==> config.mk <==
export PLATFORM = sky130hd
export DESIGN_NAME = selsplit_issue_ctrl_flat
export DESIGN_NICKNAME = d
export VERILOG_FILES = /design/src/rtl/selsplit_issue_ctrl_if.sv /design/src/rtl/selsplit_issue_ctrl.sv /design/src/flat_wrapper.sv
export SDC_FILE = /design/constraint.sdc
export NUM_CORES = 1
export LEC_CHECK = 0
export ABC_AREA = 1
export BUFFER_PORTS_ARGS = -buffer_cell sky130_fd_sc_hd__buf_2
export CAP_MARGIN = 40
export CORE_ASPECT_RATIO = 1.2
export CORE_UTILIZATION = 44
export CTS_CLUSTER_DIAMETER = 100
export DETAILED_ROUTE_END_ITERATION = 8
export GPL_ROUTABILITY_DRIVEN = 0
export GPL_TIMING_DRIVEN = 0
export HOLD_SLACK_MARGIN = 0.1
export PLACE_DENSITY = 0.73
export SLEW_MARGIN = 20
export SYNTH_ARGS = -nofsm -noshare
export SYNTH_HDL_FRONTEND = slang
export SYNTH_SLANG_ARGS = --single-unit
==> constraint.sdc <==
create_clock -name clk -period 2.5 [get_ports clk]
set_input_delay 0.5 -clock clk [delete_from_list [all_inputs] [get_ports clk]]
set_output_delay 0.5 -clock clk [all_outputs]
set_load 0.05 [all_outputs]
==> src/rtl/selsplit_issue_ctrl_if.sv <==
// Upstream valid/ready word port of the SelSplit_2 issue controller.
// The master side offers destination-tagged words and the slave side accepts them.
interface selsplit_issue_ctrl_if #(
    parameter int DATA_WIDTH = 32
);
    logic                  s_valid;
    logic                  s_ready;
    logic [DATA_WIDTH-1:0] s_data;
    logic                  s_dest;

    modport master (output s_valid, s_data, s_dest, input s_ready);
    modport slave  (input s_valid, s_data, s_dest, output s_ready);
endinterface

==> src/rtl/selsplit_issue_ctrl.sv <==
// Issue controller for a SelSplit_2 stage with per-branch credits and a synchronized free handshake.
// Defining SELSPLIT_ISSUE_CTRL_TIMEOUT_EN adds a WAIT_FREE watchdog with a sticky error state.
module selsplit_issue_ctrl #(
    parameter int DATA_WIDTH = 32,
    parameter int CREDIT_MAX = 4,
    parameter int DRIVE_HOLD = 2,
    parameter int TIMEOUT    = 255
) (
    input  logic                  clk,
    input  logic                  rst,
    selsplit_issue_ctrl_if.slave  s_if,
    output logic [DATA_WIDTH-1:0] o_data,
    output logic                  o_valid0,
    output logic                  o_valid1,
    output logic                  o_drive,
    input  logic                  i_free,
    input  logic                  i_done0,
    input  logic                  i_done1,
    output logic [3:0]            o_credit0,
    output logic [3:0]            o_credit1,
    input  logic                  i_clr_err,
    output logic                  o_err
);
    localparam int                HOLD_W      = (DRIVE_HOLD > 1) ? $clog2(DRIVE_HOLD) : 1;
    localparam logic [HOLD_W-1:0] HOLD_LAST   = HOLD_W'(DRIVE_HOLD - 1);
    localparam logic [3:0]        CREDIT_FULL = 4'(CREDIT_MAX);

    typedef enum logic [2:0] {
        IDLE,
        SETUP,
        DRIVE,
        WAIT_FREE
`ifdef SELSPLIT_ISSUE_CTRL_TIMEOUT_EN
        , ERR
`endif
    } state_e;

    state_e                state_q, state_d;
    logic [DATA_WIDTH-1:0] data_q, data_d;
    logic [1:0]            valid_q, valid_d;
    logic                  dest_q, dest_d;
    logic [HOLD_W-1:0]     hold_q, hold_d;
    logic [1:0][3:0]       credit_q, credit_d;
    logic [2:0]            free_sync_q;
    logic [1:0]            done;
    logic                  free_evt;
    logic                  issue;

`ifdef SELSPLIT_ISSUE_CTRL_TIMEOUT_EN
    localparam int                 TIMER_W    = ($clog2(TIMEOUT + 1) > 8) ? $clog2(TIMEOUT + 1) : 8;
    localparam logic [TIMER_W-1:0] TIMER_LAST = TIMER_W'(TIMEOUT - 1);
    logic [TIMER_W-1:0] timer_q, timer_d;
`else
    logic unused_cfg;
    assign unused_cfg = i_clr_err ^ (TIMEOUT > 0);
`endif

    assign done     = {i_done1, i_done0};
    // Bits [1:0] are the two-flop synchronizer; bit 2 only delays bit 1 for edge detection.
    assign free_evt = free_sync_q[1] & ~free_sync_q[2];

    // NOTE: every always_comb output gets a default first, so no path can infer a latch.
    always_comb begin
        state_d = state_q;
        data_d  = data_q;
        valid_d = valid_q;
        dest_d  = dest_q;
        hold_d  = hold_q;
        issue   = 1'b0;
`ifdef SELSPLIT_ISSUE_CTRL_TIMEOUT_EN
        timer_d = timer_q;
`endif
        case (state_q)
            IDLE: begin
                if (s_if.s_valid) begin
                    data_d  = s_if.s_data;
                    dest_d  = s_if.s_dest;
                    valid_d = s_if.s_dest ? 2'b10 : 2'b01;
                    state_d = SETUP;
                end
            end
            SETUP: begin
                // A credit returning this very cycle is usable immediately.
                if (credit_q[dest_q] != 4'd0 || done[dest_q]) begin
                    issue   = 1'b1;
                    hold_d  = '0;
                    state_d = DRIVE;
                end
            end
            DRIVE: begin
                if (hold_q == HOLD_LAST) begin
                    state_d = WAIT_FREE;
`ifdef SELSPLIT_ISSUE_CTRL_TIMEOUT_EN
                    timer_d = '0;
`endif
                end else begin
                    hold_d = hold_q + HOLD_W'(1);
                end
            end
            WAIT_FREE: begin
                if (free_evt) begin
                    valid_d = 2'b00;
                    state_d = IDLE;
                end
`ifdef SELSPLIT_ISSUE_CTRL_TIMEOUT_EN
                else if (timer_q == TIMER_LAST) begin
                    valid_d = 2'b00;
                    state_d = ERR;
                end else begin
                    timer_d = timer_q + TIMER_W'(1);
                end
`endif
            end
`ifdef SELSPLIT_ISSUE_CTRL_TIMEOUT_EN
            ERR: begin
                if (i_clr_err) state_d = IDLE;
            end
`endif
            default: state_d = IDLE;
        endcase
    end

    always_comb begin
        credit_d = credit_q;
        for (int b = 0; b < 2; b++) begin
            if (issue && dest_q == 1'(b)) begin
                if (!done[b]) credit_d[b] = credit_q[b] - 4'd1;
            end else if (done[b] && credit_q[b] != CREDIT_FULL) begin
                credit_d[b] = credit_q[b] + 4'd1;
            end
        end
    end

    // NOTE: sequential state uses non-blocking assignments so all flops update from pre-edge values.
    always_ff @(posedge clk or negedge rst) begin
        if (!rst) begin
            state_q     <= IDLE;
            data_q      <= '0;
            valid_q     <= 2'b00;
            dest_q      <= 1'b0;
            hold_q      <= '0;
            credit_q    <= {CREDIT_FULL, CREDIT_FULL};
            free_sync_q <= 3'b000;
        end else begin
            state_q     <= state_d;
            data_q      <= data_d;
            valid_q     <= valid_d;
            dest_q      <= dest_d;
            hold_q      <= hold_d;
            credit_q    <= credit_d;
            free_sync_q <= {free_sync_q[1:0], i_free};
        end
    end

`ifdef SELSPLIT_ISSUE_CTRL_TIMEOUT_EN
    always_ff @(posedge clk or negedge rst) begin
        if (!rst) timer_q <= '0;
        else      timer_q <= timer_d;
    end

    assign o_err = (state_q == ERR);
`else
    assign o_err = 1'b0;
`endif

    assign s_if.s_ready = rst & (state_q == IDLE);
    assign o_data       = data_q;
    assign o_valid0     = valid_q[0];
    assign o_valid1     = valid_q[1];
    assign o_drive      = (state_q == DRIVE);
    assign o_credit0    = credit_q[0];
    assign o_credit1    = credit_q[1];
endmodule

==> src/flat_wrapper.sv <==
// flat-port wrapper written by rule: the top's interface ports become plain ports
module selsplit_issue_ctrl_flat 
#(
    parameter int DATA_WIDTH = 32,
    parameter int CREDIT_MAX = 4,
    parameter int DRIVE_HOLD = 2,
    parameter int TIMEOUT    = 255
)
  (clk, rst, o_data, o_valid0, o_valid1, o_drive, i_free, i_done0, i_done1, o_credit0, o_credit1, i_clr_err, o_err, s_if_s_valid, s_if_s_data, s_if_s_dest, s_if_s_ready);
  selsplit_issue_ctrl_if #(.DATA_WIDTH(DATA_WIDTH)) s_if_i ();
  input  logic clk;
  input  logic rst;
  output logic [DATA_WIDTH-1:0] o_data;
  output logic o_valid0;
  output logic o_valid1;
  output logic o_drive;
  input  logic i_free;
  input  logic i_done0;
  input  logic i_done1;
  output logic [3:0] o_credit0;
  output logic [3:0] o_credit1;
  input  logic i_clr_err;
  output logic o_err;
  input wire logic [$bits(s_if_i.s_valid)-1:0] s_if_s_valid;
  input wire logic [$bits(s_if_i.s_data)-1:0] s_if_s_data;
  input wire logic [$bits(s_if_i.s_dest)-1:0] s_if_s_dest;
  output wire logic [$bits(s_if_i.s_ready)-1:0] s_if_s_ready;
  assign s_if_i.s_valid = s_if_s_valid;
  assign s_if_i.s_data = s_if_s_data;
  assign s_if_i.s_dest = s_if_s_dest;
  assign s_if_s_ready = s_if_i.s_ready;
  selsplit_issue_ctrl #(.DATA_WIDTH(DATA_WIDTH), .CREDIT_MAX(CREDIT_MAX), .DRIVE_HOLD(DRIVE_HOLD), .TIMEOUT(TIMEOUT)) u_core (.clk(clk), .rst(rst), .s_if(s_if_i), .o_data(o_data), .o_valid0(o_valid0), .o_valid1(o_valid1), .o_drive(o_drive), .i_free(i_free), .i_done0(i_done0), .i_done1(i_done1), .o_credit0(o_credit0), .o_credit1(o_credit1), .i_clr_err(i_clr_err), .o_err(o_err));
endmodule
==> metrics.md <==
| Metric | Value |
|---|---|
| Io pins | `85` |
| Routed WL per cell | `12.35 µm` |
| Die area | `0.005424 mm²` |
| Drt pass-1 iters | `4` |
| Critical-path maximum fanout | `4` |
| #FFs+latches synth | `49` |
| Final wirelength | `4310 µm` |
| RSZ-0062 raised after global routing | `no` |
| Status | `finished clean` |
| Avg Inst Size Synth | `11.41 µm²` |
| Syn_nets | `249` |
| Register area share after synthesis | `54.40%` |
| Synth Flop Type | `dfrtp_1` |
| Crit-path cells | `inv_1 > ha_1 > nand3_1 > nor2_1 > ha_1 > nand2_1 > nor2_1 > a211oi_1 > nand2_1 > nand2_1 > nand2_1 > nand2_1 > nand2_1` |
| Tightest Pin Transition | `589.3 ps` |
| Crit. End Element | `register` |
| Post-route ant nets | `0` |
| Final period utilization | `88.93%` |
| Cells after Synth | `198` |
| Synth area leaders | `dfrtp_1, mux2_2, ha_1, nand2_1, inv_1` |
| Hold-fix buffers at CTS | `0` |
| Chip width | `67.40 µm` |
| I/O Buffers | `82` |
| Critical Path Most Common Cell | `nand2_1` |
| CP max stage delay | `420 ps` |
| MaxCap Viol Count | `0` |
| Slew Limit Fails | `0` |
| Diode count | `0` |
| Die Y | `80.48 µm` |
| Initial antenna violation count | `0` |
| Top cell type's share of synthesized area | `52.08%` |
| Vias | `1704` |
| CTS tree | `built` |
| Clock Skews | `4.969 ps` |
| Nets | `339` |
| Tmin final | `2223 ps` |
| Final setup fails | `0` |
| Vias per Instance | `4.883` |
| Rows | `28` |
| CTS Buf Count | `5` |
| DRC viols | `0` |
| Max Fclk | `449.8 MHz` |
| RR Endpoint | `u_core.o_credit1[3]` |
| Area Overhead vs Synth | `26.65%` |
| Fraction of layout cells with a size suffix above 1 | `49.13%` |
| CTS Buffer Depth | `2` |
| Post-synth top cells | `dfrtp_1, mux2_2, nand2_1` |
| H-tree depth | `2` |
| CTS Root Cell | `clkbuf_8` |
| Hold Crit Class | `primary input to async pin` |
| Most common cell in the synthesized netlist | `dfrtp_1` |
| DR iter-0 viols | `31` |
| Worst reg2reg path depth | `13` |
| CTS resizes | `0` |
| Clk slew on worst S/H paths | `90 ps` |
| Synth area leader | `dfrtp_1` |
| Worst R2R Setup Slack | `280 ps` |
| Distinct cells, synth | `27` |
| DP Wirelength | `3363 µm` |
| Reg2reg start | `u_core.state_q[1]` |
| TNS Setup | `0 ps` |
| CTS Sinks | `49` |
| Cell Area, Synth | `0.002258 mm²` |
| Asr flop ratio synth | `100.0%` |
| Global route overflow | `0` |
| Largest net degree at the start of global routing | `28` |
| Post-CTS Setup Bufs | `0` |
| Vias in the first global route | `1639` |
| CP max-delay cell | `dfrtp_1` |
| Hold Vio Cnt, Final | `0` |
| Initial Utilization | `45.72%` |
| Number of enable flip-flop cells after synthesis | `0` |
| Core area | `0.004940 mm²` |
| First-pass GRT wire length | `7113 µm` |
| WS Path Type | `register to register` |
| GRT Total Usage | `18.04%` |
| Arr. time, crit path | `2420 ps` |
| Yosys warning total | `0` |
| CP bufs+invs | `1` |
| Clock latency on the worst-skew pair | `300 ps` |
| Req. time, crit path | `2700 ps` |
| Top delay family on crit path | `simple AND/OR/NAND/NOR gates` |
| Slew headroom | `60.71%` |
| Critical Path Start Type | `register` |
## flip-flops by register name, summed over array words and instances, names as in the netlist
register and flops:
u_core.dest_q 1, u_core.o_data 32, u_core.state_q 2, u_core.o_credit1 4, u_core.hold_q 1, u_core.o_credit0 4, u_core.free_sync_q 3, u_core.valid_q 2
## stage by stage
stage / hold slack (ps) / area, µm² / instances / util [%] / setup WS [ps]
3_3_place_gp: 338.6 / 2744 / 340 / 55.55 / 157.2
4_1_cts: 198.3 / 2860 / 349 / 57.90 / 267.0
2_1_floorplan: 204.4 / 2258 / 198 / - / 307.4
3_5_place_dp: 341.9 / 2764 / 341 / 55.95 / 276.6
6_report: 188.9 / 2860 / 349 / 57.90 / 276.7
5_1_grt: 213.1 / 2860 / 349 / 57.90 / 66.30
## metal layers
| layer | vias to the layer above | part of all wire [%] | GRT usage (%) |
|---|---|---|---|
| met1 | 816 | 40 | 19.32 |
| met4 | 0 | 2.1 | 7.234 |
| met3 | 7 | 9.3 | 8.239 |
| met2 | 62 | 49 | 30.20 |
| li1 | 819 | - | - |
| met5 | - | 0 | 0 |
## kinds of logic after synthesis
logic type / Yosys count / synth area share (%)
other: 1 / 0.1660
AO/OA/AOI/OAI: 15 / 3.657
multiplexers: 32 / 15.96
buffers and inverters: 27 / 4.820
XOR/XNOR: 4 / 1.884
adder cells (fa/ha/maj): 11 / 6.759
flip-flops: 49 / 54.40
AND/OR/NAND/NOR: 59 / 12.36
## how the worst max path moves through the flow
stage	startpoint	endpoint	slack [ps]	depth (start not counted)
global placement	rst	s_if_s_ready	160	4
global route	u_core.state_q[1]	u_core.o_credit1[3]	70	13
finish	u_core.state_q[1]	u_core.o_credit1[3]	280	13
floorplan	u_core.o_credit1[0]	u_core.o_credit1[3]	310	13
detailed placement	u_core.state_q[1]	u_core.o_credit1[3]	280	13
CTS	u_core.state_q[1]	u_core.o_credit1[3]	270	13
## cell usage in the layout, fill, tap and decap left out, types with 2 or more instances in the layout
master / n
clkbuf_8: 6
nor2_1: 10
nand2_1: 26
a21oi_1: 4
dfstp_2: 2
xnor2_1: 2
mux2_2: 32
fa_1: 2
nor2_2: 2
nand3_2: 2
nand2_2: 6
o21ai_0: 5
dfrtp_1: 47
ha_1: 9
o21ai_1: 2
nand3_1: 10
inv_1: 23
a31oi_1: 2
buf_2: 85
## area by class of cell
cell class	count	area [µm²]
buffer	4	22.52
clock buffer	6	82.58
multi-input combinational	122	920.9
fill	449	2079
timing repair buffer	83	430.4
sequential	49	1229
inverter	23	86.33
clock inverter	2	13.76
tap	60	75.07
Power is not shown: default switching activity piles up to over one toggle a cycle in this logic, so the estimate is an artifact.
